==> src/rtl/kw_transpose_stream_pkg.sv <==
// Shared definitions for the streaming corner-turn buffer.
//   NUM_BANKS  : number of ping-pong tile banks
//   bank_idx_t : selects one of the two banks
//   clog2_min1 : counter width helper, never returns less than 1 bit
package kw_transpose_pkg;

  localparam int NUM_BANKS = 2;

  typedef logic bank_idx_t;

  function automatic int clog2_min1(input int n);
    return (n <= 1) ? 1 : $clog2(n);
  endfunction

endpackage

==> src/rtl/kw_transpose_stream_wrap_counter.sv <==
// Modulo-MAX up-counter.
//   clk, rst : clock, async active-high reset (count returns to 0)
//   en_i     : advance by one this cycle
//   cnt_o    : current count, 0..MAX-1
//   wrap_o   : en_i while the count sits at MAX-1 (count returns to 0 next)
module kw_wrap_counter
  import kw_transpose_pkg::*;
#(
  parameter int MAX = 4,
  parameter int W   = clog2_min1(MAX)
) (
  input  logic         clk,
  input  logic         rst,
  input  logic         en_i,
  output logic [W-1:0] cnt_o,
  output logic         wrap_o
);

  localparam logic [W-1:0] LAST = W'(MAX - 1);

  logic [W-1:0] cnt_q, cnt_d;

  assign wrap_o = en_i && (cnt_q == LAST);
  assign cnt_o  = cnt_q;

  always_comb begin
    cnt_d = cnt_q;
    if (en_i) cnt_d = wrap_o ? '0 : cnt_q + 1'b1;
  end

  always_ff @(posedge clk or posedge rst) begin
    if (rst) cnt_q <= '0;
    else     cnt_q <= cnt_d;
  end

endmodule

==> src/rtl/kw_transpose_stream.sv <==
// Streaming corner-turn buffer: takes a ROWS x COLS tile one row per beat and
// returns it one column per beat, using two ping-pong banks so one tile can
// fill while the previous one drains.
//   clk, rst            : clock, async active-high reset (drops all tiles)
//   in_valid/in_ready   : row handshake, in_data[c] = element (row, c)
//   out_valid/out_ready : column handshake, out_data[r] = element (r, col)
//   out_last            : marks the final column of each tile
module kw_transpose_stream
  import kw_transpose_pkg::*;
#(
  parameter int ROWS       = 4,
  parameter int COLS       = 4,
  parameter int DATA_WIDTH = 8
) (
  input  logic                             clk,
  input  logic                             rst,
  input  logic                             in_valid,
  output logic                             in_ready,
  input  logic [COLS-1:0][DATA_WIDTH-1:0]  in_data,
  output logic                             out_valid,
  input  logic                             out_ready,
  output logic [ROWS-1:0][DATA_WIDTH-1:0]  out_data,
  output logic                             out_last
);

  localparam int RW = clog2_min1(ROWS);
  localparam int CW = clog2_min1(COLS);
  localparam logic [CW-1:0] COL_LAST = CW'(COLS - 1);

  logic [NUM_BANKS-1:0][ROWS-1:0][COLS-1:0][DATA_WIDTH-1:0] mem_q;

  logic [NUM_BANKS-1:0] bank_full_q, bank_full_d;
  bank_idx_t            wr_bank_q, wr_bank_d;
  bank_idx_t            rd_bank_q, rd_bank_d;

  logic          wr_en, rd_en;
  logic [RW-1:0] row_cnt;
  logic [CW-1:0] col_cnt;
  logic          row_wrap, col_wrap;

  // Handshake flags depend on state only, so neither side sees a
  // combinational path from the other side's valid/ready.
  assign in_ready  = !bank_full_q[wr_bank_q];
  assign out_valid = bank_full_q[rd_bank_q];
  assign out_last  = out_valid && (col_cnt == COL_LAST);

  assign wr_en = in_valid && in_ready;
  assign rd_en = out_valid && out_ready;

  kw_wrap_counter #(.MAX(ROWS), .W(RW)) u_row_cnt (
    .clk   (clk),
    .rst   (rst),
    .en_i  (wr_en),
    .cnt_o (row_cnt),
    .wrap_o(row_wrap)
  );

  kw_wrap_counter #(.MAX(COLS), .W(CW)) u_col_cnt (
    .clk   (clk),
    .rst   (rst),
    .en_i  (rd_en),
    .cnt_o (col_cnt),
    .wrap_o(col_wrap)
  );

  // Fill and drain completing together always touch different banks
  // (write bank must be empty, read bank must be full), so both apply.
  always_comb begin
    bank_full_d = bank_full_q;
    wr_bank_d   = wr_bank_q;
    rd_bank_d   = rd_bank_q;
    if (row_wrap) begin
      bank_full_d[wr_bank_q] = 1'b1;
      wr_bank_d              = ~wr_bank_q;
    end
    if (col_wrap) begin
      bank_full_d[rd_bank_q] = 1'b0;
      rd_bank_d              = ~rd_bank_q;
    end
  end

  // Column select straight from the registered tile; never from in_data.
  always_comb begin
    out_data = '0;
    for (int r = 0; r < ROWS; r++) out_data[r] = mem_q[rd_bank_q][r][col_cnt];
  end

  always_ff @(posedge clk or posedge rst) begin
    if (rst) begin
      bank_full_q <= '0;
      wr_bank_q   <= 1'b0;
      rd_bank_q   <= 1'b0;
    end else begin
      bank_full_q <= bank_full_d;
      wr_bank_q   <= wr_bank_d;
      rd_bank_q   <= rd_bank_d;
    end
  end

  always_ff @(posedge clk or posedge rst) begin
    if (rst)        mem_q <= '0;
    else if (wr_en) mem_q[wr_bank_q][row_cnt] <= in_data;
  end

endmodule

==> config.mk <==
export PLATFORM = sky130hd
export DESIGN_NAME = kw_transpose_stream
export DESIGN_NICKNAME = d
export VERILOG_FILES = /design/src/rtl/kw_transpose_stream_pkg.sv /design/src/rtl/kw_transpose_stream_wrap_counter.sv /design/src/rtl/kw_transpose_stream.sv
export SDC_FILE = /design/constraint.sdc
export NUM_CORES = 1
export LEC_CHECK = 0
export CAP_MARGIN = 10
export CORE_MARGIN = 2
export CORE_UTILIZATION = 40
export CTS_CLUSTER_DIAMETER = 80
export DETAILED_ROUTE_END_ITERATION = 6
export DONT_BUFFER_PORTS = 1
export PLACE_DENSITY = 0.55
export SLEW_MARGIN = 25
export SYNTH_ARGS = -nofsm -noshare
export SYNTH_HDL_FRONTEND = slang
export SYNTH_SLANG_ARGS = --single-unit
==> constraint.sdc <==
create_clock -name clk -period 28.1 [get_ports clk]
set_input_delay 5.62 -clock clk [delete_from_list [all_inputs] [get_ports clk]]
set_output_delay 5.62 -clock clk [all_outputs]
set_load 0.01 [all_outputs]
==> results_dict.tcl <==
set metrics [dict create \
    min_from "mem_q[168]" \
    clock_path_buffers 3 \
    drc 0 \
    timing.rr.start "rd_bank_q" \
    synthTopCellsByArea "dfrtp_1 55%, mux2_2 25%, mux4_1 9.5%" \
    grt_pass1_vias 7101 \
    p_leak_uw 0.00584 \
    ant_nets 0 \
    clkLatencyLatePin_ps 550 \
    fmax_mhz 115 \
    cp.arrival_ps 3100 \
    post_cts_resized 0 \
    area_delta_synth_final_pct 10.8 \
    fin_skew_ps 15.2 \
    fp.dieW_microns 178 \
    place.gp.congestion 0.676 \
    power_uw 1660 \
    synth-async-reset-ratio_pct 100 \
    wl_per_cell_microns 23.6 \
    dp.cells 1056 \
    required_ps 22480 \
    dr.first_iter.drc_count 326 \
    ctsRootBufferMaster "clkbuf_16" \
    yosysSeqAreaShare_pct 54.5 \
    path_clk_slew_ps 60 \
    cts_htree_levels 1 \
    critPathMaxStageDelay_ps 830 \
    synth_most_common_cell "mux2_2" \
    critPathCaptureType "output pin" \
    synthCells 703 \
    drive_gt1_share_pct 49.4 \
    yosys_register_bits 264 \
    hold_violations 0 \
    dieArea_sq_um 31700 \
    timing.final.crit_share_pct 31.0 \
    worst_slew_pin_slew_ps 887 \
    grt_pass1_wl_microns 41500 \
    worst_path_max_delay_cell "dfrtp_4" \
    ir_drop_uv 48.3 \
    cts_hold_buffers 0 \
    cp_max_fo 37 \
    core-area_sq_um 29700 \
    final_cells 1109 \
    dp_slack_ps 19930 \
    synth_area_per_cell_sq_um 17.2 \
    slew_headroom_pct 40.8 \
    antenna_found_initial 0 \
    drtPass1Iterations 4 \
    hold_class "reg -> reg" \
    critical_path_class "reg -> out" \
    synth_edf_count 0 \
    port_buffers 0 \
    setup_tns_ps 0 \
    yosys_warnings 0 \
    grt_util_all_layers_pct 17.1 \
    final_core_util_pct 45.2 \
    worstPathCellList "buf_4, mux4_1, mux2_2" \
    fp.dieH_microns 178 \
    io_pins 71 \
    setup_viol 0 \
    start_kind "register" \
    period_needed_ps 8720 \
    dp_hpwl_microns 15600 \
    initial_core_util_pct 40.8 \
    fin_nets 738 \
    cts_sinks 264 \
    drv_cap 0 \
    rsz0062_at_grt "false" \
    power_density_nw_per_um2 124 \
    finalMaxSlewViolations 0 \
    num_rows 63 \
    viasPerCell 5.64 \
    n_antenna_cell 0 \
    synth_commonest_cells "267 x mux2_2, 264 x dfrtp_1, 44 x mux4_1" \
    status "finished clean" \
    tritoncts "done" \
    syn_area_sq_um 12100 \
    synth.top_cell.area_share_pct 54.5 \
    cts_buffers 29 \
    synth_fp_nets 744 \
    setup_slack_ps 19380 \
    grt.overflow.total 0 \
    synth_top_cell_by_area "dfrtp_1" \
    vias 6257 \
    post_cts.repair.setup_buffers 0 \
    grt_start_max_net_pins 122 \
    crit_start "rd_bank_q" \
    synth-main-ff-cell "dfrtp_1" \
    synth_cell_type_count 25 \
    r2r_slack_ps 25470 \
    routed_wl_microns 26200 \
]
==> worst max-delay path, delay by kind of cell, from the launching register on <==
family / cells / cell delay, ps
muxes: 2 / 1000
DFF: 1 / 830
buffers and inverters: 1 / 680
==> cell type report <==
type | instances | area, sq um
Timing Repair Buffer | 9 | 71.3
Fill cell | 2541 | 16300
Clock buffer | 39 | 793
Clock inverter | 14 | 226
Multi-Input combinational cell | 390 | 5220
Sequential cell | 264 | 6610
Inverter | 3 | 18.8
Tap cell | 390 | 488
==> registers in the layout, indices dropped and copies added (netlist names) <==
name,count
u_row_cnt.cnt_o,2
mem_q,256
wr_bank_q,1
u_col_cnt.cnt_o,2
rd_bank_q,1
bank_full_q,2
==> stage by stage <==
step / area, sq um / hold WS, ps
3_5_place_dp: 12400 / 472
4_1_cts: 13400 / 487
5_1_grt: 13400 / 500
3_3_place_gp: 12400 / 460
6_report: 13400 / 483
2_1_floorplan: 12100 / 449
==> logic make-up after synthesis <==
group / synth area share [%]
compound gates: 0.330
fa+ha+maj: 0.516
buf+inv: 2.70
flops: 54.5
mux: 40.6
simple gates: 1.35
==> worst paths after layout <==
| check | to | depth (start not counted) |
|---|---|---|
| setup / recovery | out_data[15] | 3 |
| min in group asynchronous | mem_q[220] | 1 |
| hold / removal | mem_q[168] | 1 |
| max in group asynchronous | rd_bank_q | 2 |
| setup reg to reg | u_col_cnt.cnt_o[1] | 4 |
| hold reg to reg | mem_q[168] | 1 |
==> where the power goes <==
group          internal (uW)  leakage, uW  switching [uW]  total [uW]
combinational            347      0.00209             228         575
clock                    252     0.000500             152         404
sequential               567      0.00324             116         683
==> per-layer routing <==
layer  global-route usage (%)  vias up  part of all wire (%)  wire length, microns
met5                        0        -                     0                     0
met4                     3.72        0                   1.6                   431
met3                     3.52       34                   4.8                  1260
met2                     29.5       93                    50                 13100
met1                     22.2     3454                    44                 11400
li1                         -     2676                     -                     -
==> layout by cell type (no fill, tap or decap), types with 2 or more instances in the layout <==
master,n
mux2_2,267
clkbuf_1,7
a31oi_1,2
dfrtp_1,261
nor2_1,2
nor3_4,4
clkinv_2,6
nand2_1,7
ha_1,5
bufinv_16,6
mux4_2,20
clkbuf_16,29
mux2_1,26
buf_4,8
mux4_1,44
dfrtp_2,2
nand3_4,4
o21ai_0,2
a41oi_1,2
nand2b_1,2
clkbuf_8,3
inv_1,2
(Power assumes the default switching activity.)
